## config.mk

```make
export PLATFORM = sky130hd
export DESIGN_NAME = reg_op_sequencer
export DESIGN_NICKNAME = d
export VERILOG_FILES = /design/src/rtl/reg_seq_pkg.sv /design/src/rtl/reg_seq_alu.sv /design/src/rtl/reg_op_sequencer.sv
export SDC_FILE = /design/constraint.sdc
export NUM_CORES = 1
export LEC_CHECK = 0
export ABC_AREA = 1
export ABC_CLOCK_PERIOD_IN_PS = 1800
export CELL_PAD_IN_SITES_DETAIL_PLACEMENT = 0
export CELL_PAD_IN_SITES_GLOBAL_PLACEMENT = 1
export CORE_AREA = 8 8 99 101
export DETAILED_ROUTE_END_ITERATION = 8
export DIE_AREA = 0 0 107 109
export PLACE_DENSITY_LB_ADDON = 0.25
export SLEW_MARGIN = 40
export SYNTH_ARGS = -nofsm -noshare
export SYNTH_HDL_FRONTEND = slang
export SYNTH_HIERARCHICAL = 1
export SYNTH_SLANG_ARGS = --single-unit
```

## constraint.sdc

```tcl
create_clock -name clk -period 1.8 [get_ports clk]
set_input_delay 0.18 -clock clk [delete_from_list [all_inputs] [get_ports clk]]
set_output_delay 0.18 -clock clk [all_outputs]
set_load 0.01 [all_outputs]
```

## src/rtl/reg_seq_pkg.sv

```systemverilog
// Shared definitions for the register-block micro-sequencer: opcodes, FSM states and
// default sizes.
package reg_seq_pkg;

  localparam int unsigned DefDataW   = 8;
  localparam int unsigned DefRegAw   = 3;
  localparam int unsigned DefNumRegs = 6;

  localparam logic [2:0] OP_NOP = 3'd0;
  localparam logic [2:0] OP_LDI = 3'd1;
  localparam logic [2:0] OP_MOV = 3'd2;
  localparam logic [2:0] OP_ADD = 3'd3;
  localparam logic [2:0] OP_SUB = 3'd4;
  localparam logic [2:0] OP_OUT = 3'd5;

  typedef enum logic [2:0] {
    StFetch,
    StOperand,
    StRead,
    StCapt,
    StWrite,
    StEmit
  } state_e;

endpackage

```

## src/rtl/reg_seq_alu.sv

```systemverilog
// Combinational add/subtract; cb_o is the carry out for ADD and the borrow (a < b) for SUB.
module reg_seq_alu #(
  parameter int unsigned DATA_W = 8
) (
  input  logic [DATA_W-1:0] a_i,
  input  logic [DATA_W-1:0] b_i,
  input  logic              sub_i,
  output logic [DATA_W-1:0] res_o,
  output logic              cb_o
);

  always_comb begin
    // The extra top bit of the widened result is the carry, or the borrow on wrap.
    if (sub_i) begin
      {cb_o, res_o} = {1'b0, a_i} - {1'b0, b_i};
    end else begin
      {cb_o, res_o} = {1'b0, a_i} + {1'b0, b_i};
    end
  end

endmodule

```

## src/rtl/reg_op_sequencer.sv

```systemverilog
// Byte-stream micro-sequencer: decodes instruction bytes and drives the 6 x 8-bit register
// block, doing ADD/SUB of r1/r2 internally and emitting OUT results on a valid/ready port.
module reg_op_sequencer
  import reg_seq_pkg::*;
#(
  parameter int unsigned DATA_W   = DefDataW,
  parameter int unsigned REG_AW   = DefRegAw,
  parameter int unsigned NUM_REGS = DefNumRegs
) (
  input  logic              clk,
  input  logic              rst,
  input  logic [DATA_W-1:0] in_data_i,
  input  logic              in_valid_i,
  output logic              in_ready_o,
  input  logic [DATA_W-1:0] rb_data_i,
  input  logic [DATA_W-1:0] r1_i,
  input  logic [DATA_W-1:0] r2_i,
  output logic              rb_we_o,
  output logic              rb_re_o,
  output logic [REG_AW-1:0] rb_src_o,
  output logic [REG_AW-1:0] rb_dst_o,
  output logic [DATA_W-1:0] rb_wdata_o,
  output logic [DATA_W-1:0] out_data_o,
  output logic              out_valid_o,
  input  logic              out_ready_i,
  output logic              flag_c_o,
  output logic              busy_o,
  output logic              err_o
);

  state_e            state_q, state_d;
  logic [2:0]        op_q, op_d;
  logic [REG_AW-1:0] rd_q, rd_d;
  logic [REG_AW-1:0] rs_q, rs_d;
  logic [DATA_W-1:0] imm_q, imm_d;
  logic [DATA_W-1:0] out_data_q, out_data_d;
  logic              out_valid_q, out_valid_d;
  logic              flag_c_q, flag_c_d;
  logic              err_q, err_d;

  logic              in_fire;
  logic [2:0]        byte_op;
  logic [REG_AW-1:0] byte_reg;
  logic [DATA_W-1:0] alu_res;
  logic              alu_cb;

  function automatic logic reg_ok(input logic [REG_AW-1:0] r);
    return 32'(r) < NUM_REGS;
  endfunction

  assign in_ready_o = (state_q == StFetch) || (state_q == StOperand);
  assign in_fire    = in_valid_i && in_ready_o;
  assign byte_op    = in_data_i[DATA_W-1 -: 3];
  assign byte_reg   = in_data_i[REG_AW-1:0];

  reg_seq_alu #(
    .DATA_W(DATA_W)
  ) u_alu (
    .a_i  (r1_i),
    .b_i  (r2_i),
    .sub_i(op_q == OP_SUB),
    .res_o(alu_res),
    .cb_o (alu_cb)
  );

  always_comb begin
    state_d     = state_q;
    op_d        = op_q;
    rd_d        = rd_q;
    rs_d        = rs_q;
    imm_d       = imm_q;
    out_data_d  = out_data_q;
    out_valid_d = out_valid_q;
    flag_c_d    = flag_c_q;
    err_d       = err_q;
    rb_we_o     = 1'b0;
    rb_re_o     = 1'b0;
    rb_src_o    = '0;
    rb_dst_o    = '0;
    rb_wdata_o  = '0;

    unique case (state_q)
      StFetch: begin
        if (in_fire) begin
          op_d = byte_op;
          rd_d = byte_reg;
          rs_d = byte_reg;
          case (byte_op)
            OP_NOP: ;
            OP_LDI, OP_MOV: state_d = StOperand;
            OP_ADD, OP_SUB: begin
              if (reg_ok(byte_reg)) state_d = StWrite;
              else                  err_d   = 1'b1;
            end
            OP_OUT: begin
              if (reg_ok(byte_reg)) state_d = StRead;
              else                  err_d   = 1'b1;
            end
            default: err_d = 1'b1;
          endcase
        end
      end
      StOperand: begin
        // A bad register still consumes the operand so the byte stream stays aligned.
        if (in_fire) begin
          imm_d = in_data_i;
          rs_d  = byte_reg;
          if (!reg_ok(rd_q) || ((op_q == OP_MOV) && !reg_ok(byte_reg))) begin
            err_d   = 1'b1;
            state_d = StFetch;
          end else begin
            state_d = (op_q == OP_MOV) ? StRead : StWrite;
          end
        end
      end
      StRead: begin
        rb_re_o  = 1'b1;
        rb_src_o = rs_q;
        state_d  = (op_q == OP_OUT) ? StCapt : StWrite;
      end
      StCapt: begin
        out_data_d  = rb_data_i;
        out_valid_d = 1'b1;
        state_d     = StEmit;
      end
      StEmit: begin
        if (out_ready_i) begin
          out_valid_d = 1'b0;
          state_d     = StFetch;
        end
      end
      StWrite: begin
        rb_we_o  = 1'b1;
        rb_dst_o = rd_q;
        case (op_q)
          OP_LDI: rb_wdata_o = imm_q;
          OP_MOV: rb_wdata_o = rb_data_i;
          default: begin
            rb_wdata_o = alu_res;
            flag_c_d   = alu_cb;
          end
        endcase
        state_d = StFetch;
      end
      default: state_d = StFetch;
    endcase
  end

  always_ff @(posedge clk or posedge rst) begin
    if (rst) begin
      state_q     <= StFetch;
      op_q        <= OP_NOP;
      rd_q        <= '0;
      rs_q        <= '0;
      imm_q       <= '0;
      out_data_q  <= '0;
      out_valid_q <= 1'b0;
      flag_c_q    <= 1'b0;
      err_q       <= 1'b0;
    end else begin
      state_q     <= state_d;
      op_q        <= op_d;
      rd_q        <= rd_d;
      rs_q        <= rs_d;
      imm_q       <= imm_d;
      out_data_q  <= out_data_d;
      out_valid_q <= out_valid_d;
      flag_c_q    <= flag_c_d;
      err_q       <= err_d;
    end
  end

  assign out_data_o  = out_data_q;
  assign out_valid_o = out_valid_q;
  assign flag_c_o    = flag_c_q;
  assign err_o       = err_q;
  assign busy_o      = (state_q != StFetch);

endmodule
```

==> metrics <==
number of synthesized register bits=31; Clock Tree Buf Depth=2; Max H-tree Level=2; Cell Chain, Critical Path=nor3_2, buf_6, inv_4, nor2_1, nand3_1, nand2_1, o21bai_1, nand2_1, nand2_1, a31oi_2, buf_2; most frequent cells in the layout=nand2_1, buf_4, inv_1, clkdlybuf4s50_1, dfrtp_1; placed cell area=0.00364 mm2; CTS tree=built; Tot GR Track Use=14.9%; n_diodes=0; reg2reg setup slack=0.25 ns; CP bufs+invs=3; final worst setup slack=-0.249 ns; syn nets=446; Final Critical Period=2.05 ns; initial core utilization=30.4%; DRC errors left=0; failing checks=negative setup slack; largest net degree at the start of global routing=32; mux share of post-synthesis cell area=2.60%; library cells used by synthesis=30; setup TNS=-1.40 ns; Slew headroom=71.7%; Overflow after GRT=0; CP Data Required Time=1.62 ns; first-pass GRT wire length=13900 um; critical path's largest stage delay=0.39 ns; layout cells sized above 1=33.2%; CTS Sinks=31; setup violators final=8; hold-fix buffers at CTS=0; Fillers=860; Synth Warn #=6; Max-Cap Viols=0; total CTS buffers=5; Critical Path AT=1.87 ns; Worst path most repeated cell=nand2_1; Final ANT Viol Nets=0; Worst-path clk slew=0.07 ns; Die W=107 um; Slew @ Worst Pin=0.424 ns; commonest non-fill, non-tap cell in the layout=nand2_1; I/O Pins=65; Synth-to-Final Area Change=62.2%; Worst Clk Skew=0.00678 ns; Critical-path top delay cell=dfrtp_1; Finished Cell Area=0.00414 mm2; Worst setup SP type=register; Vias=2887; Avg WL per Cell=13.2 um; chip height=109 um; XOR/XNOR Fraction of Synth Area=0.687%; critical path class=reg -> out; Slew Viols, Final=0; FMAX=488 MHz; Routed Wire Length=8340 um; drt pass-1 iters=4; number of global-route vias before repair=2901; vias per cell=4.57; VDD IR-drop max=633 uV; compound-gate portion of the synthesized area=9.91%; Final Wtd Congestion=0.820; post-synthesis sequential area ratio=30.4%; status=finished, violations left; Final nets=578; root buffer cell=clkbuf_8; crit-path leading delay family=simple AND/OR/NAND/NOR gates; synthesized netlist cell count=391; row count=34; syn_area_per_cell=6.52 um2; Synth Area in Simple Gates=32.9%; Worst setup EP type=primary output; critical path peak fanout=5; Post-Syn Area=0.00255 mm2; main combinational cell family by area after synthesis=simple AND/OR/NAND/NOR gates; Fin. Hold Viols=0; Core Area=0.00838 mm2; Post-Synth Adder-Cell Area=9.91%; power per cell area=1170 mW/mm2; HPWL Detailed=6520 um; initial DRC count=78; Port Buffers=64; Leak Pwr=2.18 nW; Worst-Skew Late Latency=0.29 ns; initial antenna violation count=0; Tcrit/Tclk final=114%; class of the worst hold path=in -> async; die area=0.0117 mm2; RSZ-0062 raised after global routing=yes
state kept, by name (all words and copies together), names as in the netlist:
name         flops
err_o            1
flag_c_o         1
imm_q            8
op_q             3
out_data_o       8
out_valid_o      1
rd_q             3
rs_q             3
state_q          3
repair_timing:
action / CTS / global route
endpoints found under the setup margin: 18 / 18
resized for setup: 123 / 49
buffers inserted: 14 / 8
endpoints found under the hold margin: 0 / 0
pin swaps: 32 / 27
worst paths after layout:
check | endpoint | startpoint | cells after the start
hold reg to reg | err_o$_DFFE_PP0P_ | err_o$_DFFE_PP0P_ | 2
min in group clk | err_o$_DFFE_PP0P_ | err_o$_DFFE_PP0P_ | 2
max in group asynchronous | rd_q[2]$_DFFE_PP0P_ | rst | 3
hold / removal | rd_q[0]$_DFFE_PP0P_ | rst | 3
setup / recovery | rb_wdata_o[7] | op_q[0]$_DFFE_PP0P_ | 11
setup reg to reg | state_q[1]$_DFFE_PP0P_ | op_q[0]$_DFFE_PP0P_ | 9
cell usage after synthesis (all sizes together):
cell    count  area (um2)
xor2        2        17.5
nor2       36         148
buf         9        65.1
o22ai       3        18.8
nand2     125         472
o21bai      1        7.51
nand3b      1        7.51
fa          2        40.0
a21oi       8        40.0
mux2i       1        10.0
a31oi       5        31.3
nor3        4        25.0
o211ai      1        7.51
o31ai       1        7.51
o21ai      28         140
clkinv      1        3.75
nand3      31         155
inv        74         278
nand4       5        31.3
ha         17         213
dfrtp      31         776
mux2        5        56.3
logic make-up after synthesis:
group	Yosys count
simple gates	202
compound gates	47
mux	6
fa+ha+maj	19
xor+xnor	2
buf+inv	84
flops	31
layer usage:
layer | share of wire [%] | routed length, um | track usage, % | up-vias
li1 | - | - | - | 1488
met1 | 46 | 3850 | 18.4 | 1330
met2 | 48 | 4040 | 25.6 | 61
met3 | 4.3 | 361 | 3.07 | 8
met4 | 1.2 | 97 | 4.22 | 0
met5 | 0 | 0 | 0 | -
layout make-up:
cell class	count	area, um2	area share [%]
Sequential cell	31	776	18.8
Timing Repair Buffer	134	1120	27.1
Tap cell	108	135	3.27
Multi-Input combinational cell	276	1700	41.1
Clock buffer	6	82.6	2.00
Clock inverter	2	35.0	0.847
Inverter	75	289	6.99
per-stage QoR:
step / hold WS, ns / setup WS, ns / total power [mW] / util [%] / cells
floorplan: 0.284 / 0.127 / 2.49 / - / 391
global placement: 0.452 / -1.00 / 3.72 / 43.4 / 604
detailed placement: 0.449 / -1.04 / 3.74 / 43.4 / 604
CTS: 0.300 / -0.303 / 4.65 / 47.7 / 626
global route: 0.349 / -0.373 / 5.28 / 49.4 / 632
finish: 0.281 / -0.249 / 4.84 / 49.4 / 632
where the power goes:
part	switching (mW)	internal, mW
clock	0.283	0.448
sequential	0.167	1.01
combinational	1.51	1.42
total	1.96	2.88
worst min-delay path, delay by kind of cell:
kind                   cells  cell delay [ns]
buffers and inverters      3             0.82
No activity file was read; power rests on OpenSTA's default activity.
